[config.mk]
export PLATFORM = sky130hd
export DESIGN_NAME = pc_cycle_sequencer
export DESIGN_NICKNAME = d
export VERILOG_FILES = /design/src/rtl/pc_cycle_sequencer.sv
export SDC_FILE = /design/constraint.sdc
export NUM_CORES = 1
export LEC_CHECK = 0
export ABC_CLOCK_PERIOD_IN_PS = 2000
export CORE_ASPECT_RATIO = 0.8
export CORE_MARGIN = 2
export CORE_UTILIZATION = 40
export DETAILED_ROUTE_END_ITERATION = 10
export PLACE_DENSITY = 0.68
export RECOVER_POWER = 100
export SLEW_MARGIN = 10
export SYNTH_ARGS = -nofsm -noshare
export SYNTH_HDL_FRONTEND = slang
export SYNTH_SLANG_ARGS = --single-unit
[constraint.sdc]
create_clock -name clock -period 2 [get_ports clock]
set_input_delay 0.4 -clock clock [delete_from_list [all_inputs] [get_ports clock]]
set_output_delay 0.4 -clock clock [all_outputs]
set_load 0.01 [all_outputs]
[src/rtl/pc_cycle_sequencer.sv]
// pc_cycle_sequencer
//
// Owns the program counter. Steps each instruction through fetch, decode,
// execute and PC update, and retires one instruction per completed cycle.
// Each stage gets a one-cycle start pulse. The sequencer then waits for that
// stage's done handshake. In UPDATE it commits the next program number
// (sequential, branch or jump) and bumps the saturating retired counter.
//
// Build option:
//   NPI_TRAP_EN  when defined, illegal control (2'b11) loads TRAP_VECTOR.
//                When undefined, illegal control loads programCount + 1.
//                In both builds illegal control sets the sticky errorFlag.
//
// Parameters:
//   SIZE         program counter width
//   RESET_PC     program counter value after reset
//   TRAP_VECTOR  illegal-control target (NPI_TRAP_EN builds only)
//
// Ports:
//   clock, reset                       clock; async active-high reset
//   start                              leave IDLE
//   fetchDone/decodeDone/executeDone   stage completion handshakes
//   halt                               decoded halt, qualified by decodeDone
//   nextProgramControl                 00 seq, 01 branch, 10 jump, 11 illegal
//   branchResult/jumpResult            candidate targets, sampled in UPDATE
//   programCount                       current program number
//   fetchStart/decodeStart/executeStart one-cycle stage start pulses
//   cycleDone                          one-cycle pulse in UPDATE
//   busy, halted                       status flags
//   errorFlag                          sticky illegal-control flag
//   retiredCount                       saturating retired-instruction count
//
// All outputs are registered. The next-cycle value of each output is
// computed from the next state.
//
// state   | meaning
// --------+----------------------------------------------
// IDLE    | waiting for start
// FETCH   | fetch issued, waiting for fetchDone
// DECODE  | decode issued, waiting for decodeDone
// EXECUTE | execute issued, waiting for executeDone
// UPDATE  | one cycle: commit next PC, retire instruction
// HALT    | halt decoded; only reset leaves

module pc_cycle_sequencer #(
    parameter int              SIZE        = 8,
    parameter logic [SIZE-1:0] RESET_PC    = '0,
    parameter logic [SIZE-1:0] TRAP_VECTOR = {SIZE{1'b1}}
) (
    input  logic            clock,
    input  logic            reset,
    input  logic            start,
    input  logic            fetchDone,
    input  logic            decodeDone,
    input  logic            executeDone,
    input  logic            halt,
    input  logic [1:0]      nextProgramControl,
    input  logic [SIZE-1:0] branchResult,
    input  logic [SIZE-1:0] jumpResult,
    output logic [SIZE-1:0] programCount,
    output logic            fetchStart,
    output logic            decodeStart,
    output logic            executeStart,
    output logic            cycleDone,
    output logic            busy,
    output logic            halted,
    output logic            errorFlag,
    output logic [15:0]     retiredCount
);

`ifdef NPI_TRAP_EN
    localparam bit ILLEGAL_TRAPS = 1'b1;
`else
    localparam bit ILLEGAL_TRAPS = 1'b0;
`endif

    typedef enum logic [2:0] {
        S_IDLE, S_FETCH, S_DECODE, S_EXECUTE, S_UPDATE, S_HALT
    } state_t;

    state_t          state, state_nx;
    logic            fetch_start_nx, decode_start_nx, execute_start_nx;
    logic            cycle_done_nx, busy_nx, halted_nx;
    logic [SIZE-1:0] pc_inc, pc_sel;

    always_comb begin
        state_nx = state;
        // A start pulse is high exactly in a stage's entry cycle.
        // A done that arrives in that cycle is therefore ignored.
        case (state)
            S_IDLE:    if (start) state_nx = S_FETCH;
            S_FETCH:   if (fetchDone && !fetchStart) state_nx = S_DECODE;
            S_DECODE:  if (decodeDone && !decodeStart)
                           state_nx = halt ? S_HALT : S_EXECUTE;
            S_EXECUTE: if (executeDone && !executeStart) state_nx = S_UPDATE;
            S_UPDATE:  state_nx = S_FETCH;
            S_HALT:    state_nx = S_HALT;
            default:   state_nx = S_IDLE;
        endcase

        fetch_start_nx   = (state_nx == S_FETCH)   && (state != S_FETCH);
        decode_start_nx  = (state_nx == S_DECODE)  && (state != S_DECODE);
        execute_start_nx = (state_nx == S_EXECUTE) && (state != S_EXECUTE);
        cycle_done_nx    = (state_nx == S_UPDATE);
        busy_nx          = (state_nx == S_FETCH) || (state_nx == S_DECODE) ||
                           (state_nx == S_EXECUTE) || (state_nx == S_UPDATE);
        halted_nx        = (state_nx == S_HALT);

        pc_inc = programCount + 1'b1;
        case (nextProgramControl)
            2'b01:   pc_sel = branchResult;
            2'b10:   pc_sel = jumpResult;
            2'b11:   pc_sel = ILLEGAL_TRAPS ? TRAP_VECTOR : pc_inc;
            default: pc_sel = pc_inc;
        endcase
    end

    always_ff @(posedge clock or posedge reset) begin
        if (reset) begin
            state        <= S_IDLE;
            programCount <= RESET_PC;
            fetchStart   <= 1'b0;
            decodeStart  <= 1'b0;
            executeStart <= 1'b0;
            cycleDone    <= 1'b0;
            busy         <= 1'b0;
            halted       <= 1'b0;
            errorFlag    <= 1'b0;
            retiredCount <= 16'h0000;
        end else begin
            state        <= state_nx;
            fetchStart   <= fetch_start_nx;
            decodeStart  <= decode_start_nx;
            executeStart <= execute_start_nx;
            cycleDone    <= cycle_done_nx;
            busy         <= busy_nx;
            halted       <= halted_nx;
            if (state == S_UPDATE) begin
                programCount <= pc_sel;
                if (retiredCount != 16'hFFFF)
                    retiredCount <= retiredCount + 16'd1;
                if (nextProgramControl == 2'b11)
                    errorFlag <= 1'b1;
            end
        end
    end

endmodule

==> results of run 1 <==
[cell usage in the layout (no fill, tap or decap), types with 3 or more instances in the layout]
master / instances
inv_1: 7
nor2_1: 11
xor2_1: 3
nand2b_1: 3
o22a_1: 5
dfrtp_1: 34
a221oi_1: 5
clkdlybuf4s50_1: 21
nand2_1: 11
clkbuf_1: 3
nand3_1: 10
and3_1: 3
ha_1: 5
o21ai_0: 4
nor3_1: 3
dlygate4sd3_1: 34
a21oi_1: 9
clkbuf_8: 5
nor2b_1: 3
xnor2_1: 7
[final cells by class]
cell class | instances | area [sq um] | share of cell area
clock buffer | 5 | 68.8 | 0.0271
clock inverter | 3 | 40.0 | 0.0158
timing repair buffer | 61 | 597 | 0.235
tap | 57 | 71.3 | 0.0281
multi-input combinational | 125 | 887 | 0.349
sequential | 34 | 851 | 0.335
inverter | 7 | 26.3 | 0.0103
[metrics by stage]
| step | TNS (ns) | instances | instance area [sq um] | setup WS (ns) | hold WS, ns |
|---|---|---|---|---|---|
| 2_1_floorplan | 0 | 173 | 1800 | 0.365 | 0.493 |
| 3_3_place_gp | -0.00205 | 284 | 2440 | -0.00205 | 0.440 |
| 3_5_place_dp | -0.276 | 284 | 2440 | -0.0882 | 0.452 |
| 4_1_cts | 0 | 292 | 2550 | 0.194 | 0.440 |
| 5_1_grt | 0 | 292 | 2540 | 0.0560 | 0.482 |
| 6_report | 0 | 292 | 2540 | 0.150 | 0.458 |
[synth_stat cells, types with 3 or more instances]
library cell and instances:
dfrtp_1 34, nand2_1 11, nor2_1 11, nand3_1 10, a21oi_1 9, inv_1 7, xnor2_1 7, a221oi_1 5
ha_1 5, o22a_1 5, clkbuf_1 4, o21ai_0 4, and3_1 3, nand2b_1 3, nor2b_1 3, nor3_1 3
xor2_1 3
[worst max-delay path, delay by kind of cell]
kind	cells	cell delay, ns
buf+inv	3	0.77
compound gates	3	0.52
fa+ha+maj	1	0.32
[routing by layer]
layer  vias up  part of all wire  routed length (um)  GRT usage
met1       756              0.46                1920      0.249
met5         -                 0                   0          0
met2        43              0.49                2080      0.286
li1        757                 -                   -          -
met3         2             0.046                 196     0.0466
met4         0            0.0043                  18     0.0582
[report_power, final]
group          switching (mW)  internal, mW
Clock                   0.253         0.367
Combinational           0.429         0.534
Sequential              0.213         0.883
[final timing paths]
kind / from / to / slack [ns] / cells after the start
worst max-delay path: nextProgramControl[0] / programCount[3] / 0.15 / 7
worst min-delay path: errorFlag / errorFlag / 0.46 / 1
worst max register to register: retiredCount[0] / retiredCount[1] / 0.20 / 5
worst min register to register: errorFlag / errorFlag / 0.46 / 1
max in group asynchronous: reset / retiredCount[6] / 0.30 / 3
min in group asynchronous: reset / cycleDone / 0.74 / 3
[flip-flops by register name (all words and copies together), names as in the netlist]
signal        cells
busy              1
cycleDone         1
decodeStart       1
errorFlag         1
executeStart      1
fetchStart        1
halted            1
programCount      8
retiredCount     16
state             3
[cells by family after synthesis]
logic type / Yosys count / synth area share
fa+ha+maj: 5 / 0.0348
mux: 5 / 0.0299
compound gates: 43 / 0.178
xor+xnor: 10 / 0.0487
simple gates: 62 / 0.202
flops: 34 / 0.474
buf+inv: 14 / 0.0327
==> flow_metrics.tcl, run 1 <==
set metrics [dict create \
    status "finished, final reports clean" \
    ys_ff_latch 34 \
    grt_pass1_wl_um 7180 \
    fp.dieH_um 63.9 \
    syn-num-nets 203 \
    grt_pass1_vias 1511 \
    worstMarginPinSlew_ns 1.22 \
    root_buffer "clkbuf_8" \
    vias_per_cell 5.34 \
    power_density_nw_per_um2 1050 \
    synthArstFlopShare 1.00 \
    ys_seq_area_frac 0.474 \
    n_antenna_cell 0 \
    hp-class "flop to flop" \
    drc 0 \
    dieArea_sq_um 5050 \
    final_util 0.597 \
    synthTopCellsByArea "dfrtp_1, ha_1, xnor2_1" \
    synth_edf_count 0 \
    cts_buffers 5 \
    synth-main-ff-cell "dfrtp_1" \
    io_pins 56 \
    core_area_sq_um 4260 \
    synth_area_sq_um 1800 \
    io_buffers 55 \
    grt_max_degree 23 \
    cts_tree "built" \
    hold_buffers 0 \
    netlist-cell-type-count 50 \
    path_cells "dlygate4sd3_1, inv_1, ha_1, buf_12, a221oi_1, a41oi_1, o22a_1" \
    critPathRequiredTime_ns 2.17 \
    arrival_ns 2.02 \
    synth_top_area_share 0.474 \
    maxCapViolCount 0 \
    rsz0062_at_grt "no" \
    path_max_fanout 22 \
    fillers 386 \
    slowest_stage "dlygate4sd3_1" \
    path_clk_slew_ns 0.07 \
    clock_latency_ns 0.28 \
    area_delta_synth_final_pct 41.4 \
    dp_hpwl_um 3210 \
    drt_iter0_markers 170 \
    htree_num_levels 2 \
    slew_headroom 0.187 \
    drive_gt1_frac 0.0809 \
    max_freq_mhz 540 \
    first_pass_iters 4 \
    finClkSkew_ns 0.00782 \
    cts_resized 0 \
    clockBufferDepth 2 \
    end_kind "flop" \
    wl_um 4220 \
    wire_per_inst_um 14.4 \
    slew_violations 0 \
    fin_crit_sh 0.925 \
    syn-instance-count 173 \
    place.gp.congestion 0.877 \
    finalHoldViolations 0 \
    clkSinkCount 34 \
    startpoint_type "primary input" \
    ir_drop_mv 0.769 \
    layout.nets 264 \
    fp.dieW_um 78.9 \
    ys_warn_count 0 \
    postCtsSetupBuffers 0 \
    fin_crit_ns 1.85 \
    grt_overflow 0 \
    ant_nets 0 \
    syn_area_per_cell_sq_um 10.4 \
    path_class "primary input to flop" \
    antenna_found_initial 0 \
    finalPower_mw 2.68 \
    initial_core_util 0.422 \
    setup_viol 0 \
    grt_usage 0.183 \
    via_count 1558 \
    num_rows 21 \
    max_stage_delay_ns 0.56 \
    p_leak_nw 1.12 \
    yosysTopAreaCell "dfrtp_1" \
]
Power figures use the tool's default switching activity.
==> run 2: changes to the inputs <==
--- a/config.mk
+++ b/config.mk
@@ -7,12 +7,11 @@
 export LEC_CHECK = 0
 export ABC_CLOCK_PERIOD_IN_PS = 2000
 export CORE_ASPECT_RATIO = 0.8
-export CORE_MARGIN = 2
+export CORE_MARGIN = 10
 export CORE_UTILIZATION = 40
 export DETAILED_ROUTE_END_ITERATION = 10
 export PLACE_DENSITY = 0.68
 export RECOVER_POWER = 100
-export SLEW_MARGIN = 10
 export SYNTH_ARGS = -nofsm -noshare
 export SYNTH_HDL_FRONTEND = slang
 export SYNTH_SLANG_ARGS = --single-unit
==> flow_metrics.tcl, run 2 (same netlist as run 1, synthesis figures left out) <==
set metrics [dict create \
    status "finished, final reports clean" \
    fin_crit_ns 1.82 \
    n_antenna_cell 0 \
    antenna_found_initial 0 \
    max_stage_delay_ns 0.49 \
    hp-class "flop to flop" \
    layout_common_cells "dfrtp_1, dlygate4sd3_1, clkdlybuf4s50_1, nand2_1, nor2_1" \
    finalHoldViolations 0 \
    grtUsageMet1 0.147 \
    path_cells "clkdlybuf4s50_1, clkbuf_4, inv_1, ha_1, a221oi_1, a41oi_1, o22a_1" \
    fillers 381 \
    r2r-end "retiredCount[15]" \
    power_density_nw_per_um2 1060 \
    finClkSkew_ns 0.00454 \
    path_class "primary input to flop" \
    layout.nets 266 \
    reg2reg_setup_slack_ns 0.21 \
    vias_per_cell 5.29 \
    rsz0062_at_grt "no" \
    crit_family "buffers and inverters" \
    maxCapViolCount 0 \
    end_kind "flop" \
    io_pins 56 \
    slowest_stage "clkdlybuf4s50_1" \
    drt_iter0_markers 76 \
    first_pass_iters 4 \
    cts_buffers 5 \
    critPathRequiredTime_ns 2.17 \
    finalPower_mw 2.68 \
    cts_tree "built" \
    drc 0 \
    dp_hpwl_um 3650 \
    clock_latency_ns 0.28 \
    worstMarginPinSlew_ns 0.705 \
    root_buffer "clkbuf_8" \
    path_clk_slew_ns 0.07 \
    top_usage_layer "met2" \
    regArea_sq_um 851 \
    slew_headroom 0.530 \
    final_common_cell "dfrtp_1" \
    startpoint_type "primary input" \
    fp.dieW_um 94.9 \
    wl_um 4590 \
    worstRegToRegCells 5 \
    clkSinkCount 34 \
    grt_usage 0.124 \
    num_rows 21 \
    setup_tns_ns 0 \
    setup_ws_ns 0.181 \
    hold_buffers 0 \
    drive_gt1_frac 0.0802 \
    area_delta_synth_final_pct 41.0 \
    dieArea_sq_um 7590 \
    top_register "retiredCount" \
    slew_violations 0 \
    core_area_sq_um 4260 \
    hold_slack_ns 0.463 \
    largest_reg_flops 16 \
    multi_input_area_sq_um 878 \
    ir_drop_mv 0.665 \
    grt_overflow 0 \
    via_count 1554 \
    io_buffers 55 \
    min_from "errorFlag" \
    critPathBufInv 3 \
    ant_nets 0 \
    clockBufferDepth 2 \
    pre_cts_slack_ns -0.181 \
    htree_num_levels 2 \
    setup_viol 0 \
    whs_path_depth 1 \
    gr-usage-met3 0.0517 \
    initial_core_util 0.422 \
    wire_per_inst_um 15.6 \
    path_max_fanout 8 \
    arrival_ns 1.98 \
    p_leak_nw 1.12 \
    grt_pass1_vias 1566 \
    largest_registers "retiredCount (16), programCount (8), state (3)" \
    fin_crit_sh 0.909 \
    cp-startpoint "nextProgramControl[1]" \
    max_freq_mhz 550 \
    hold_path_end "errorFlag" \
    use_met2 0.195 \
    grt_pass1_wl_um 7580 \
    place.gp.congestion 0.859 \
    grt_max_degree 23 \
    worstReg2RegStart "state[0]" \
    fp.dieH_um 79.9 \
]
-- run 2: how the worst max path moves through the flow --
stage / end / depth (start not counted)
floorplan: retiredCount[1] / 5
global placement: programCount[6] / 6
detailed placement: programCount[3] / 6
CTS: programCount[3] / 6
global route: retiredCount[6] / 5
finish: programCount[3] / 7
-- run 2: worst register-to-register path: stages, from the launching register on --
cell and delay (ns):
dfrtp_1 0.49, nor3b_4 0.28, nand3_1 0.13, nor4_1 0.47, nand3_1 0.15, xnor2_1 0.15
-- run 2: through the flow --
stage | util | cells | instance area [sq um]
after CTS | 0.600 | 294 | 2550
after floorplan | - | 173 | 1800
after detailed placement | 0.575 | 286 | 2450
after global placement | 0.575 | 286 | 2450
after global routing | 0.595 | 294 | 2530
final | 0.595 | 294 | 2530
-- run 2: what timing repair did --
action,4_1_cts,5_1_grt
setup buffers,0,0
hold endpoints to repair,0,0
resized for setup,0,1
setup endpoints to repair,0,2
-- run 2: cell type report --
cell class,count,area share
multi-input combinational,125,0.347
sequential,34,0.336
timing repair buffer,63,0.237
clock buffer,7,0.0301
tap,57,0.0281
clock inverter,1,0.0119
inverter,7,0.0104
-- run 2: where the power goes --
| part | switching [mW] | internal [mW] | leakage, nW |
|---|---|---|---|
| combinational | 0.444 | 0.536 | 0.626 |
| clock | 0.228 | 0.373 | 0.0524 |
| sequential | 0.218 | 0.883 | 0.439 |
-- run 2: per-layer routing --
layer / share of wire / vias up
met5: 0 / -
met4: 0.0057 / 0
met3: 0.083 / 2
met2: 0.50 / 45
met1: 0.42 / 745
li1: - / 762
